File: config.mk
export PLATFORM = sky130hd
export DESIGN_NAME = zx_vram_arbiter
export DESIGN_NICKNAME = d
export VERILOG_FILES = /design/src/rtl/zx_vram_arbiter.sv
export SDC_FILE = /design/constraint.sdc
export NUM_CORES = 1
export LEC_CHECK = 0
export BUFFER_PORTS_ARGS = -buffer_cell sky130_fd_sc_hd__buf_2
export CAP_MARGIN = 20
export CORE_MARGIN = 2
export CORE_UTILIZATION = 39
export DETAILED_ROUTE_END_ITERATION = 10
export PLACE_DENSITY = 0.8
export SLEW_MARGIN = 40
export SYNTH_ARGS = -nofsm -noshare
export SYNTH_HDL_FRONTEND = slang
export SYNTH_SLANG_ARGS = --single-unit
File: constraint.sdc
create_clock -name clk28 -period 1.8 [get_ports clk28]
set_clock_uncertainty 0.15 [all_clocks]
set_input_delay 0.27 -clock clk28 [delete_from_list [all_inputs] [get_ports clk28]]
set_output_delay 0.27 -clock clk28 [all_outputs]
set_load 0.05 [all_outputs]
File: src/rtl/zx_vram_arbiter.sv
// zx_vram_arbiter
//
// Time-shares the single 512K x 8 video/system SRAM between three requesters:
// ULA screen fetch (video), CPU and an optional DMA/loader port. Each access is
// a two-cycle sequence (P0, P1) on clk28. Arbitration runs in IDLE and at the end
// of P1, so back-to-back accesses sustain one access every two cycles.
// Priority is video > cpu > dma. A starvation guard lets the CPU beat video once
// after CPU_MAX_WAIT consecutive lost arbitrations (0 disables the guard).
//
// Optional feature macro: ZX_VRAM_ARB_DMA_EN
//   defined   - dma_* joins arbitration at the lowest priority
//   undefined - dma_req is ignored, dma_ack/dma_valid/dma_rdata are held at 0
//
// Ports:
//   clk28, rst                          clock, synchronous active-high reset
//   video_req/addr -> video_ack/valid/data
//                                       screen fetch (always a read)
//   cpu_req/wr/addr/wdata -> cpu_ack/valid/rdata
//                                       CPU access
//   dma_req/wr/addr/wdata -> dma_ack/valid/rdata
//                                       DMA access (same semantics as CPU)
//   va, vd_o, vd_oe, vd_i, n_vrd, n_vwr SRAM pins (strobes active-low)
//
// Handshake: a requester holds req/addr/wr/wdata until its ack pulse. Ack is
// high during P0; read data arrives with a one-cycle valid pulse on the cycle
// after P1 and rdata holds until that requester's next read.

module zx_vram_arbiter #(
    parameter int unsigned CPU_MAX_WAIT = 3
) (
    input  logic        clk28,
    input  logic        rst,
    input  logic        video_req,
    input  logic [18:0] video_addr,
    output logic        video_ack,
    output logic        video_valid,
    output logic [7:0]  video_data,
    input  logic        cpu_req,
    input  logic        cpu_wr,
    input  logic [18:0] cpu_addr,
    input  logic [7:0]  cpu_wdata,
    output logic        cpu_ack,
    output logic        cpu_valid,
    output logic [7:0]  cpu_rdata,
    input  logic        dma_req,
    input  logic        dma_wr,
    input  logic [18:0] dma_addr,
    input  logic [7:0]  dma_wdata,
    output logic        dma_ack,
    output logic        dma_valid,
    output logic [7:0]  dma_rdata,
    output logic [18:0] va,
    output logic [7:0]  vd_o,
    output logic        vd_oe,
    input  logic [7:0]  vd_i,
    output logic        n_vrd,
    output logic        n_vwr
);

    typedef enum logic [1:0] {IDLE, P0, P1} state_t;
    typedef enum logic [1:0] {OWN_VIDEO, OWN_CPU, OWN_DMA} owner_t;

    localparam logic [3:0] MAX_WAIT = 4'(CPU_MAX_WAIT);

    state_t      state_q, state_d;
    owner_t      owner_q, owner_d;
    logic        wr_q, wr_d;
    logic [18:0] va_q, va_d;
    logic [7:0]  vd_o_q, vd_o_d;
    logic        vd_oe_q, vd_oe_d;
    logic        n_vrd_q, n_vrd_d;
    logic        n_vwr_q, n_vwr_d;
    logic [3:0]  wait_cnt_q, wait_cnt_d;

    logic        video_ack_q, video_ack_d;
    logic        video_valid_q, video_valid_d;
    logic [7:0]  video_data_q, video_data_d;
    logic        cpu_ack_q, cpu_ack_d;
    logic        cpu_valid_q, cpu_valid_d;
    logic [7:0]  cpu_rdata_q, cpu_rdata_d;

    logic        arb_en;
    logic        cpu_boost;
    logic        gnt_video;
    logic        gnt_cpu;
    logic        gnt_any;

`ifdef ZX_VRAM_ARB_DMA_EN
    logic        gnt_dma;
    logic        dma_ack_q, dma_ack_d;
    logic        dma_valid_q, dma_valid_d;
    logic [7:0]  dma_rdata_q, dma_rdata_d;
`else
    // DMA inputs are kept only for pin compatibility in this build.
    logic        unused_dma;
    assign unused_dma = ^{dma_req, dma_wr, dma_addr, dma_wdata};
`endif

    assign arb_en    = (state_q == IDLE) || (state_q == P1);
    // A CPU that has lost MAX_WAIT arbitrations to video in a row wins this one.
    assign cpu_boost = (MAX_WAIT != 4'd0) && (wait_cnt_q == MAX_WAIT) && cpu_req;

    always_comb begin
        gnt_video = 1'b0;
        gnt_cpu   = 1'b0;
`ifdef ZX_VRAM_ARB_DMA_EN
        gnt_dma   = 1'b0;
`endif
        if (cpu_boost) begin
            gnt_cpu = 1'b1;
        end else if (video_req) begin
            gnt_video = 1'b1;
        end else if (cpu_req) begin
            gnt_cpu = 1'b1;
`ifdef ZX_VRAM_ARB_DMA_EN
        end else if (dma_req) begin
            gnt_dma = 1'b1;
`endif
        end
    end

`ifdef ZX_VRAM_ARB_DMA_EN
    assign gnt_any = gnt_video | gnt_cpu | gnt_dma;
`else
    assign gnt_any = gnt_video | gnt_cpu;
`endif

    // The strobe registers hold the pin values for the state being entered.
    always_comb begin
        state_d       = state_q;
        owner_d       = owner_q;
        wr_d          = wr_q;
        va_d          = va_q;
        vd_o_d        = vd_o_q;
        vd_oe_d       = 1'b0;
        n_vrd_d       = 1'b1;
        n_vwr_d       = 1'b1;
        wait_cnt_d    = wait_cnt_q;
        video_ack_d   = 1'b0;
        video_valid_d = 1'b0;
        video_data_d  = video_data_q;
        cpu_ack_d     = 1'b0;
        cpu_valid_d   = 1'b0;
        cpu_rdata_d   = cpu_rdata_q;
`ifdef ZX_VRAM_ARB_DMA_EN
        dma_ack_d     = 1'b0;
        dma_valid_d   = 1'b0;
        dma_rdata_d   = dma_rdata_q;
`endif

        case (state_q)
            P0: begin
                state_d = P1;
                if (wr_q) begin
                    vd_oe_d = 1'b1;
                    n_vwr_d = 1'b0;
                end else begin
                    n_vrd_d = 1'b0;
                end
            end
            P1: begin
                // vd_i is sampled on the edge that ends P1.
                if (!wr_q) begin
                    case (owner_q)
                        OWN_VIDEO: begin
                            video_valid_d = 1'b1;
                            video_data_d  = vd_i;
                        end
                        OWN_CPU: begin
                            cpu_valid_d = 1'b1;
                            cpu_rdata_d = vd_i;
                        end
`ifdef ZX_VRAM_ARB_DMA_EN
                        OWN_DMA: begin
                            dma_valid_d = 1'b1;
                            dma_rdata_d = vd_i;
                        end
`endif
                        default: ;
                    endcase
                end
            end
            default: ;
        endcase

        if (arb_en) begin
            state_d = IDLE;
            if (gnt_cpu) begin
                wait_cnt_d = 4'd0;
            end else if (gnt_video && cpu_req && (wait_cnt_q != 4'd15)) begin
                wait_cnt_d = wait_cnt_q + 4'd1;
            end

            if (gnt_video) begin
                owner_d     = OWN_VIDEO;
                wr_d        = 1'b0;
                va_d        = video_addr;
                video_ack_d = 1'b1;
            end else if (gnt_cpu) begin
                owner_d   = OWN_CPU;
                wr_d      = cpu_wr;
                va_d      = cpu_addr;
                cpu_ack_d = 1'b1;
                if (cpu_wr) begin
                    vd_o_d = cpu_wdata;
                end
`ifdef ZX_VRAM_ARB_DMA_EN
            end else if (gnt_dma) begin
                owner_d   = OWN_DMA;
                wr_d      = dma_wr;
                va_d      = dma_addr;
                dma_ack_d = 1'b1;
                if (dma_wr) begin
                    vd_o_d = dma_wdata;
                end
`endif
            end

            if (gnt_any) begin
                state_d = P0;
                if (wr_d) begin
                    vd_oe_d = 1'b1;
                end else begin
                    n_vrd_d = 1'b0;
                end
            end
        end
    end

    always_ff @(posedge clk28) begin
        if (rst) begin
            state_q       <= IDLE;
            owner_q       <= OWN_VIDEO;
            wr_q          <= 1'b0;
            va_q          <= '0;
            vd_o_q        <= '0;
            vd_oe_q       <= 1'b0;
            n_vrd_q       <= 1'b1;
            n_vwr_q       <= 1'b1;
            wait_cnt_q    <= '0;
            video_ack_q   <= 1'b0;
            video_valid_q <= 1'b0;
            video_data_q  <= '0;
            cpu_ack_q     <= 1'b0;
            cpu_valid_q   <= 1'b0;
            cpu_rdata_q   <= '0;
        end else begin
            state_q       <= state_d;
            owner_q       <= owner_d;
            wr_q          <= wr_d;
            va_q          <= va_d;
            vd_o_q        <= vd_o_d;
            vd_oe_q       <= vd_oe_d;
            n_vrd_q       <= n_vrd_d;
            n_vwr_q       <= n_vwr_d;
            wait_cnt_q    <= wait_cnt_d;
            video_ack_q   <= video_ack_d;
            video_valid_q <= video_valid_d;
            video_data_q  <= video_data_d;
            cpu_ack_q     <= cpu_ack_d;
            cpu_valid_q   <= cpu_valid_d;
            cpu_rdata_q   <= cpu_rdata_d;
        end
    end

`ifdef ZX_VRAM_ARB_DMA_EN
    always_ff @(posedge clk28) begin
        if (rst) begin
            dma_ack_q   <= 1'b0;
            dma_valid_q <= 1'b0;
            dma_rdata_q <= '0;
        end else begin
            dma_ack_q   <= dma_ack_d;
            dma_valid_q <= dma_valid_d;
            dma_rdata_q <= dma_rdata_d;
        end
    end

    assign dma_ack   = dma_ack_q;
    assign dma_valid = dma_valid_q;
    assign dma_rdata = dma_rdata_q;
`else
    assign dma_ack   = 1'b0;
    assign dma_valid = 1'b0;
    assign dma_rdata = 8'h00;
`endif

    assign va          = va_q;
    assign vd_o        = vd_o_q;
    assign vd_oe       = vd_oe_q;
    assign n_vrd       = n_vrd_q;
    assign n_vwr       = n_vwr_q;
    assign video_ack   = video_ack_q;
    assign video_valid = video_valid_q;
    assign video_data  = video_data_q;
    assign cpu_ack     = cpu_ack_q;
    assign cpu_valid   = cpu_valid_q;
    assign cpu_rdata   = cpu_rdata_q;

endmodule

* Yosys cells after proc, flatten, opt, wreduce, memory -nomap -nowiden
Index checks and enable logic that the tools add are counted.
Operators by class: add/sub/neg operators 1, equality and inequality tests 5, mux-type cells 31, bitwise logic cells 6, reductions and logical operators 18
Operators by type and width (number):
- 19-bit two-way mux | 2
- 1-bit two-way mux | 23
- 2-bit two-way mux | 4
- 4-bit two-way mux | 2
- 3-bit AND reduction | 2
- 2-bit nonzero test | 3
- 3-bit OR reduction | 2
- 1-bit inverter | 5
- 4-bit by 1-bit adder with 4-bit output (second input constant) | 1
- 2-bit by 1-bit == test with 1-bit output (second input constant) | 2
- 4-bit by 2-bit == test with 1-bit output (second input constant) | 1
- 2-bit zero test | 2
- 4-bit inequality test (second input constant) | 1
- 2-bit AND reduction | 2
- 4-bit AND reduction | 1
- 2-bit OR reduction | 2
- 1-bit logical AND | 3
- 2-bit == test (second input constant) | 1
- 1-bit logical OR | 1
- 1-bit OR | 1
Word-level totals: register bits 59, input bits 88, output and inout port bits 60, logic and storage cells 76

* Logic depth before layout (Yosys ltp)
Gate-level depths: netlist (run 1).
word-level depth 9, mapped depth 6, mapped depth without buffers 4

* Least setup slack after synthesis (run 1)
Ideal clock, no wire load.
kind reg-to-reg, from register wait_cnt_q[0], to register vd_o_q[0] (netlist: vd_o[0]), setup time 72 ps, arrival time 1548 ps, data required time 1578 ps, slack 30 ps, stages on the path, launching flop included 6, path buffers 1, period minus slack after synthesis 1770 ps, cell sequence dfxtp_1 ha_1 or3b_1 a211oi_2 buf_4 mux2i_1
Between the ends: word-level cells in the longest chain between the ends 5, elaborated cells between the ends (all ways) 6, those cells by class eq/ne (1); mux (2); bitwise (1); reduce/logical (2)
Ends and longest elaborated chain:
- start: declaration | line 73 | logic [3:0] wait_cnt_q, wait_cnt_d;
- start signal: assignment | line 256 | wait_cnt_q <= wait_cnt_d;
- 4-bit by 2-bit == test with 1-bit output * | line 101 | assign cpu_boost = (MAX_WAIT != 4'd0) && (wait_cnt_q == MAX_WAIT) && cpu_req;
- 1-bit logical AND * | line 101
- 1-bit two-way mux | line 109 | if (cpu_boost) begin
- 1-bit inverter (no line)
- 4-bit AND reduction (no line) *
- end signal: assignment | line 252 | vd_o_q <= vd_o_d;
- end: declaration | line 69 | logic [7:0] vd_o_q, vd_o_d;
Every way passes the cells marked *; elsewhere a longest branch is shown, timed or not. A chain may end at the register's enable or synchronous reset.

* Worst setup path in the final report (run 1)
from register wait_cnt_q[0], to register vd_o_q[4] (netlist: vd_o[4])
The elaborated chain is that of the path after synthesis.

==> out/results.tsv, run 1 <==
stage	metric	value	unit
run_status	outcome	complete, no violations	
finish	Layout area overhead	34.2	%
synthesis	Post-Syn Area	0.00256	sq mm
floorplan	Die X-Extent	85.0	um
route	drt pass-1 iters	4	
finish	share of cells above drive strength 1	37.0	%
global_routing	Overflow after GRT	0	
synthesis	ys async rst share	0	%
synthesis	Mean Syn Cell Area	8.62	sq um
critical_path	crit path max fanout	4	
finish	FF/Latch Area	0.00116	sq mm
power_and_ir_drop	PD cells	977	mW/mm^2
synthesis	post-synthesis sequential area ratio	45.4	%
route	Vias	2458	
power_and_ir_drop	Power, Total	0.00336	W
finish	Final nets	498	
finish	multi-input logic area	0.00124	sq mm
synthesis	register bit total from synthesis	58	
critical_path	CP arrival	1.89	ns
cts	htree depth	3	
route	final wirelength	6250	um
synthesis	post-synthesis adder-cell area fraction	0.489	%
cts	Clk pin slew, worst setup/hold paths	0.07	ns
global_routing	met2 Track Usage GR	28.9	%
hold_path	hold crit path type	in -> reg	
global_routing	initial antenna violation count	0	
synthesis	main combinational cell family by area after synthesis	simple AND/OR/NAND/NOR gates	
critical_path	Worst Path Class, Setup	reg -> reg	
floorplan	io pins	148	
global_routing	vias in the first global route	2308	
global_routing	gr busiest metal	met2	
flow_run	max-cap violations	0	
global_routing	GRT Total Usage	17.2	%
sta	# setup viols final	0	
critical_path	CP required	1.91	ns
sta	RSZ-0062 raised after global routing	true	
floorplan	Die Span Y	85.0	um
synthesis	Mapped Cells	297	
synthesis	Synth Flop Type	dfxtp_1	
synthesis	Synth Area in XOR/XNOR	0	%
cts	hold-fix buffers at CTS	0	
critical_path	Critical Path End Type	flop	
sta	Fmax	562	MHz
global_routing	met3 Usage GRT	4.38	%
route	post-route ant nets	0	
placed_design	HPWL after DPL	4490	um
route	DRC violations left	0	
route	Routed WL per cell	12.7	um
synthesis	mux cell area share after synthesis	3.13	%
floorplan	full die area	0.00723	sq mm
placed_design	final estimated routing congestion in global placement	0.837	
sta	max-slew violations	0	
cts	CTS tree	done	
synthesis	Simple-Gate Fraction of Synth Area	23.8	%
finish	Fillers	567	
sta	final setup TNS	0	ns
sta	fin crit period	1.78	ns
route	vias per cell	5.01	
cts	CTS buffer count	9	
cts	clock sinks	58	
global_routing	met1 usage	20.7	%
synthesis	Post-synth EDFFs	0	
sta	final hold violation count	0	
sta	crit share post-route	98.9	%
floorplan	core area	0.00635	sq mm
global_routing	first-pass GRT wire length	10200	um
placed_design	PortBufs	108	
power_and_ir_drop	Leakage	1.54	nW
synthesis	complex-gate fraction of the synthesized area	18.8	%
hold_path	hold path cells	3	
floorplan	Starting Density	40.3	%
cts	CTS Root Cell	clkbuf_8	
global_routing	largest net degree at the start of global routing	39	
critical_path	crit start category	flop	
synthesis	yosys warns	0	
cts	Max clock buf depth	2	
cts	clk_lat worst skew	0.33	ns
sta	final hold slack	0.0397	ns
synthesis	Unique masters post-synth	42	
route	DRT iter0 DRCs	134	
critical_path	R2R depth	5	
floorplan	cell row count	29	
finish	Antenna Cells	0	
power_and_ir_drop	Peak VDD IR	0.000555	V
## worst max-delay path: stages (launching register included)
cell	delay, ns
dfxtp_2	0.36
ha_4	0.13
or3b_4	0.40
a211oi_4	0.32
buf_6	0.17
mux2i_1	0.18
## routing by layer
metal	up-vias	wire length, um	part of all wire [%]
li1	1250	-	-
met1	1114	2770	44
met2	83	2980	48
met3	11	400	6.4
met4	0	104	1.7
met5	-	0	0
## metrics by stage
step / std cells / cell area (sq um) / setup slack [ns] / utilization, %
floorplan: 306 / 2590 / 0.0302 / -
global placement: 474 / 3170 / 0.0617 / 50.0
detailed placement: 474 / 3170 / -0.00932 / 50.0
CTS: 490 / 3390 / 0.0169 / 53.4
global route: 491 / 3440 / -0.0548 / 54.1
finish: 491 / 3440 / 0.0193 / 54.1
## final cells by class
cell class	count	area share, %
Clock buffer	11	4.12
Sequential cell	58	33.9
Clock inverter	5	2.26
Timing Repair Buffer	127	20.6
Inverter	2	0.218
Multi-Input combinational cell	211	36.2
Tap cell	77	2.80
## timing repair
action | CTS | global route
resized for setup | 0 | 9
pin swaps | 1 | 1
setup buffers | 0 | 1
setup endpoints to repair | 6 | 28
## layout by cell type, fill, tap and decap left out, drive strengths merged, types with 2 or more instances in the layout
cell type / n
a211oi: 2
a21oi: 20
a311oi: 19
buf: 127
bufinv: 2
clkbuf: 11
clkinv: 2
conb: 10
dfxtp: 58
inv: 2
mux2i: 8
nand2: 37
nand2b: 17
nand3: 21
nand4bb: 2
nor2: 23
nor2b: 4
o21ai: 24
o21ba: 2
o31ai: 2
or2: 2
## flip-flops by register name, indices dropped and copies added (netlist names)
register,count
video_ack,1
vd_oe,1
wr_q,1
va,19
cpu_ack,1
video_valid,1
video_data,8
n_vwr,1
cpu_valid,1
wait_cnt_q,4
vd_o,8
n_vrd,1
cpu_rdata,8
state_q,2
owner_q,1
## Yosys cell counts (2+ instances only)
| library cell | n | share of area (%) |
|---|---|---|
| buf_2 | 2 | 0.39 |
| nor2b_1 | 4 | 0.98 |
| buf_6 | 2 | 0.88 |
| or2_2 | 2 | 0.49 |
| o31ai_1 | 2 | 0.59 |
| nand3_1 | 21 | 4.1 |
| mux2i_1 | 8 | 3.1 |
| inv_1 | 2 | 0.29 |
| nand2_1 | 37 | 5.4 |
| buf_4 | 15 | 4.4 |
| o21ai_0 | 24 | 4.7 |
| dfxtp_1 | 58 | 45 |
| a21oi_1 | 20 | 3.9 |
| nor2_1 | 23 | 3.4 |
| clkbuf_1 | 16 | 2.3 |
| nand2b_1 | 17 | 4.2 |
| a311oi_1 | 19 | 6.5 |
## final timing paths
kind,start,to,slack [ns]
max,wait_cnt_q[0]$_SDFFE_PP0P_,vd_o[4]$_SDFFE_PP0P_,0.02
min,vd_i[5],cpu_rdata[5]$_SDFFE_PP0P_,0.04
max reg2reg,wait_cnt_q[0]$_SDFFE_PP0P_,vd_o[4]$_SDFFE_PP0P_,0.02
min reg2reg,cpu_rdata[6]$_SDFFE_PP0P_,cpu_rdata[6]$_SDFFE_PP0P_,0.31
## power by group
part           switching (W)  internal [W]  leakage [nW]
Clock               0.000493      0.000812         0.109
Sequential         0.0000386       0.00136         0.476
Combinational       0.000458      0.000198         0.954
Total               0.000989       0.00237          1.54
## logic make-up (layout without fill, tap and decap cells)
logic type	after synthesis	count (layout)
compound gates	74	74
simple gates	118	118
flops	58	58
fa+ha+maj	1	1
mux	8	8
buf+inv	37	145
other cells	1	10
Power figures use the tool's default switching activity.
==> run 2: changes to the inputs <==
--- a/config.mk
+++ b/config.mk
@@ -7,10 +7,12 @@
 export LEC_CHECK = 0
 export BUFFER_PORTS_ARGS = -buffer_cell sky130_fd_sc_hd__buf_2
 export CAP_MARGIN = 20
+export CELL_PAD_IN_SITES_DETAIL_PLACEMENT = 2
+export CELL_PAD_IN_SITES_GLOBAL_PLACEMENT = 2
 export CORE_MARGIN = 2
-export CORE_UTILIZATION = 39
+export CORE_UTILIZATION = 21
 export DETAILED_ROUTE_END_ITERATION = 10
-export PLACE_DENSITY = 0.8
+export PLACE_DENSITY = 0.81
 export SLEW_MARGIN = 40
 export SYNTH_ARGS = -nofsm -noshare
 export SYNTH_HDL_FRONTEND = slang
==> out/results.tsv, run 2 (synthesis results as in run 1) <==
stage	metric	value	unit
critical_path	Crit path buffers/inverters	1	
route	drt pass-1 iters	4	
sta	RSZ-0062 raised after global routing	true	
critical_path	Worst R2R Start	wait_cnt_q[1]$_SDFFE_PP0P_	
route	DRT iter0 DRCs	93	
hold_path	Hold Path Origin	vd_i[4]	
sta	max-slew violations	0	
floorplan	Die Span Y	114	um
placed_design	PortBufs	108	
global_routing	initial antenna violation count	0	
critical_path	crit path max fanout	4	
cts	htree depth	3	
sta	fin crit period	1.78	ns
cts	Clk pin slew, worst setup/hold paths	0.05	ns
placed_design	final estimated routing congestion in global placement	0.709	
power_and_ir_drop	Switching Share	29.9	%
placed_design	Cells after DPL	544	
sta	final setup TNS	0	ns
power_and_ir_drop	Net Switching	0.00111	W
finish	Final nets	499	
cts	clk_lat worst skew	0.33	ns
critical_path	crit start category	flop	
route	vias per cell	4.62	
cts	hold-fix buffers at CTS	0	
critical_path	Worst Path Class, Setup	reg -> reg	
power_and_ir_drop	Clk pwr share	44.2	%
finish	Layout area overhead	42.5	%
route	Vias	2597	
cts	CTS Root Cell	clkbuf_16	
critical_path	crit path from	wait_cnt_q[1]$_SDFFE_PP0P_	
sta	Slew @ Worst Pin	0.518	ns
cts	Max clock buf depth	2	
cts	CTS tree	done	
critical_path	CP required	1.91	ns
power_and_ir_drop	Leakage	1.60	nW
global_routing	first-pass GRT wire length	13800	um
floorplan	io pins	148	
floorplan	Die X-Extent	114	um
floorplan	cell row count	40	
finish	share of cells above drive strength 1	37.8	%
power_and_ir_drop	Peak VDD IR	0.000295	V
cts	number of post-CTS setup repair buffers	0	
placed_design	HPWL after DPL	6440	um
finish	Antenna Cells	0	
finish	non-filler instance count after layout	562	
hold_path	hold crit path type	in -> reg	
route	Routed WL per cell	15.9	um
cts	clock sinks	58	
global_routing	GRT Total Usage	13.6	%
critical_path	CP arrival	1.89	ns
finish	commonest non-fill, non-tap cell in the layout	buf_2	
global_routing	Overflow after GRT	0	
sta	crit share post-route	98.9	%
flow_run	max-cap violations	0	
power_and_ir_drop	PD cells	1020	mW/mm^2
sta	final hold violation count	0	
placed_design	placed instance area	0.00329	sq mm
sta	# setup viols final	0	
critical_path	cells along the critical path	ha_4 -> or3b_4 -> a211oi_4 -> buf_4 -> mux2i_1	
floorplan	core area	0.0120	sq mm
finish	commonest non-fill, non-tap cells in the layout	buf_2 (108), dfxtp_1 (56), nand2_1 (37)	
route	final wirelength	8930	um
run_status	outcome	complete, no violations	
critical_path	CP delay by family, top	simple AND/OR/NAND/NOR gates	
route	DRC violations left	0	
global_routing	largest net degree at the start of global routing	39	
sta	Max transition margin	65.3	%
route	post-route ant nets	0	
critical_path	largest stage delay on the critical path	0.40	ns
sta	Fmax	562	MHz
finish	max FFs per register	19	
power_and_ir_drop	Power, Total	0.00373	W
floorplan	Starting Density	21.4	%
floorplan	full die area	0.0131	sq mm
power_and_ir_drop	internal power	0.00261	W
power_and_ir_drop	Seq pwr share	37.5	%
power_and_ir_drop	combinational fraction of design power	18.3	%
critical_path	Slowest-stage cell, CP	or3b_4	
cts	CTS buffer count	9	
global_routing	vias in the first global route	2813	
finish	Final Cell Area	0.00365	sq mm
critical_path	Critical Path End Type	flop	
## run 2: cell count changes in the layout (fill, tap and decap cells not counted), moves of 2 or more
cell	delta
clkbuf_16	+10
buf_6	-2
clkbuf_8	-10
buf_12	+2
clkinv_2	+4
## run 2: area by class of cell
class	instances	area, sq um
Timing Repair Buffer	128	757
Multi-Input combinational cell	211	1250
Sequential cell	58	1160
Clock buffer	9	225
Tap cell	147	184
Fill cell	1368	8310
Clock inverter	7	60.1
Inverter	2	7.51
## run 2: metal layers
| metal | up-vias | part of all wire (%) | track usage [%] |
|---|---|---|---|
| met3 | 7 | 6.5 | 4.92 |
| li1 | 1250 | - | - |
| met2 | 77 | 51 | 24.7 |
| met1 | 1263 | 42 | 14.8 |
| met5 | - | 0 | 0 |
| met4 | 0 | 0.95 | 4.15 |
## run 2: per-stage QoR
step                      utilization (%)  worst slack [ns]  hold WS (ns)
final                                30.5            0.0203        0.0435
after global routing                 30.5           -0.0487        0.0461
after CTS                            30.0          0.000878        0.0291
after floorplan                         -            0.0302         0.214
after global placement               27.5            0.0484         0.290
after detailed placement             27.5           -0.0657         0.304
## run 2: path summary, 6_finish.rpt
kind,to,slack [ns],cells after the start
worst max-delay path,vd_o[6]$_SDFFE_PP0P_,0.02,5
worst min-delay path,cpu_rdata[4]$_SDFFE_PP0P_,0.04,3
worst max register to register,vd_o[6]$_SDFFE_PP0P_,0.02,5
worst min register to register,video_data[2]$_SDFFE_PP0P_,0.30,2
## run 2: power by group through the flow
stage               clock [W]  sequential (W)  combinational [W]
floorplan                   0         0.00164           0.000264
global placement            0         0.00142           0.000661
detailed placement          0         0.00143           0.000680
CTS                   0.00172         0.00140           0.000687
global route          0.00178         0.00141           0.000733
finish                0.00165         0.00140           0.000681
## run 2: timing repair
item,in CTS,in global routing
setup endpoints to repair,9,29
resized for setup,4,9
endpoints found under the hold margin,0,0
pin swaps,1,2
gates cloned,1,1
## run 2: worst reg2reg max path, stage by stage, from the launching register on
cell and delay, ns:
dfxtp_2 0.36, ha_4 0.13, or3b_4 0.40, a211oi_4 0.29, buf_4 0.20, mux2i_1 0.18
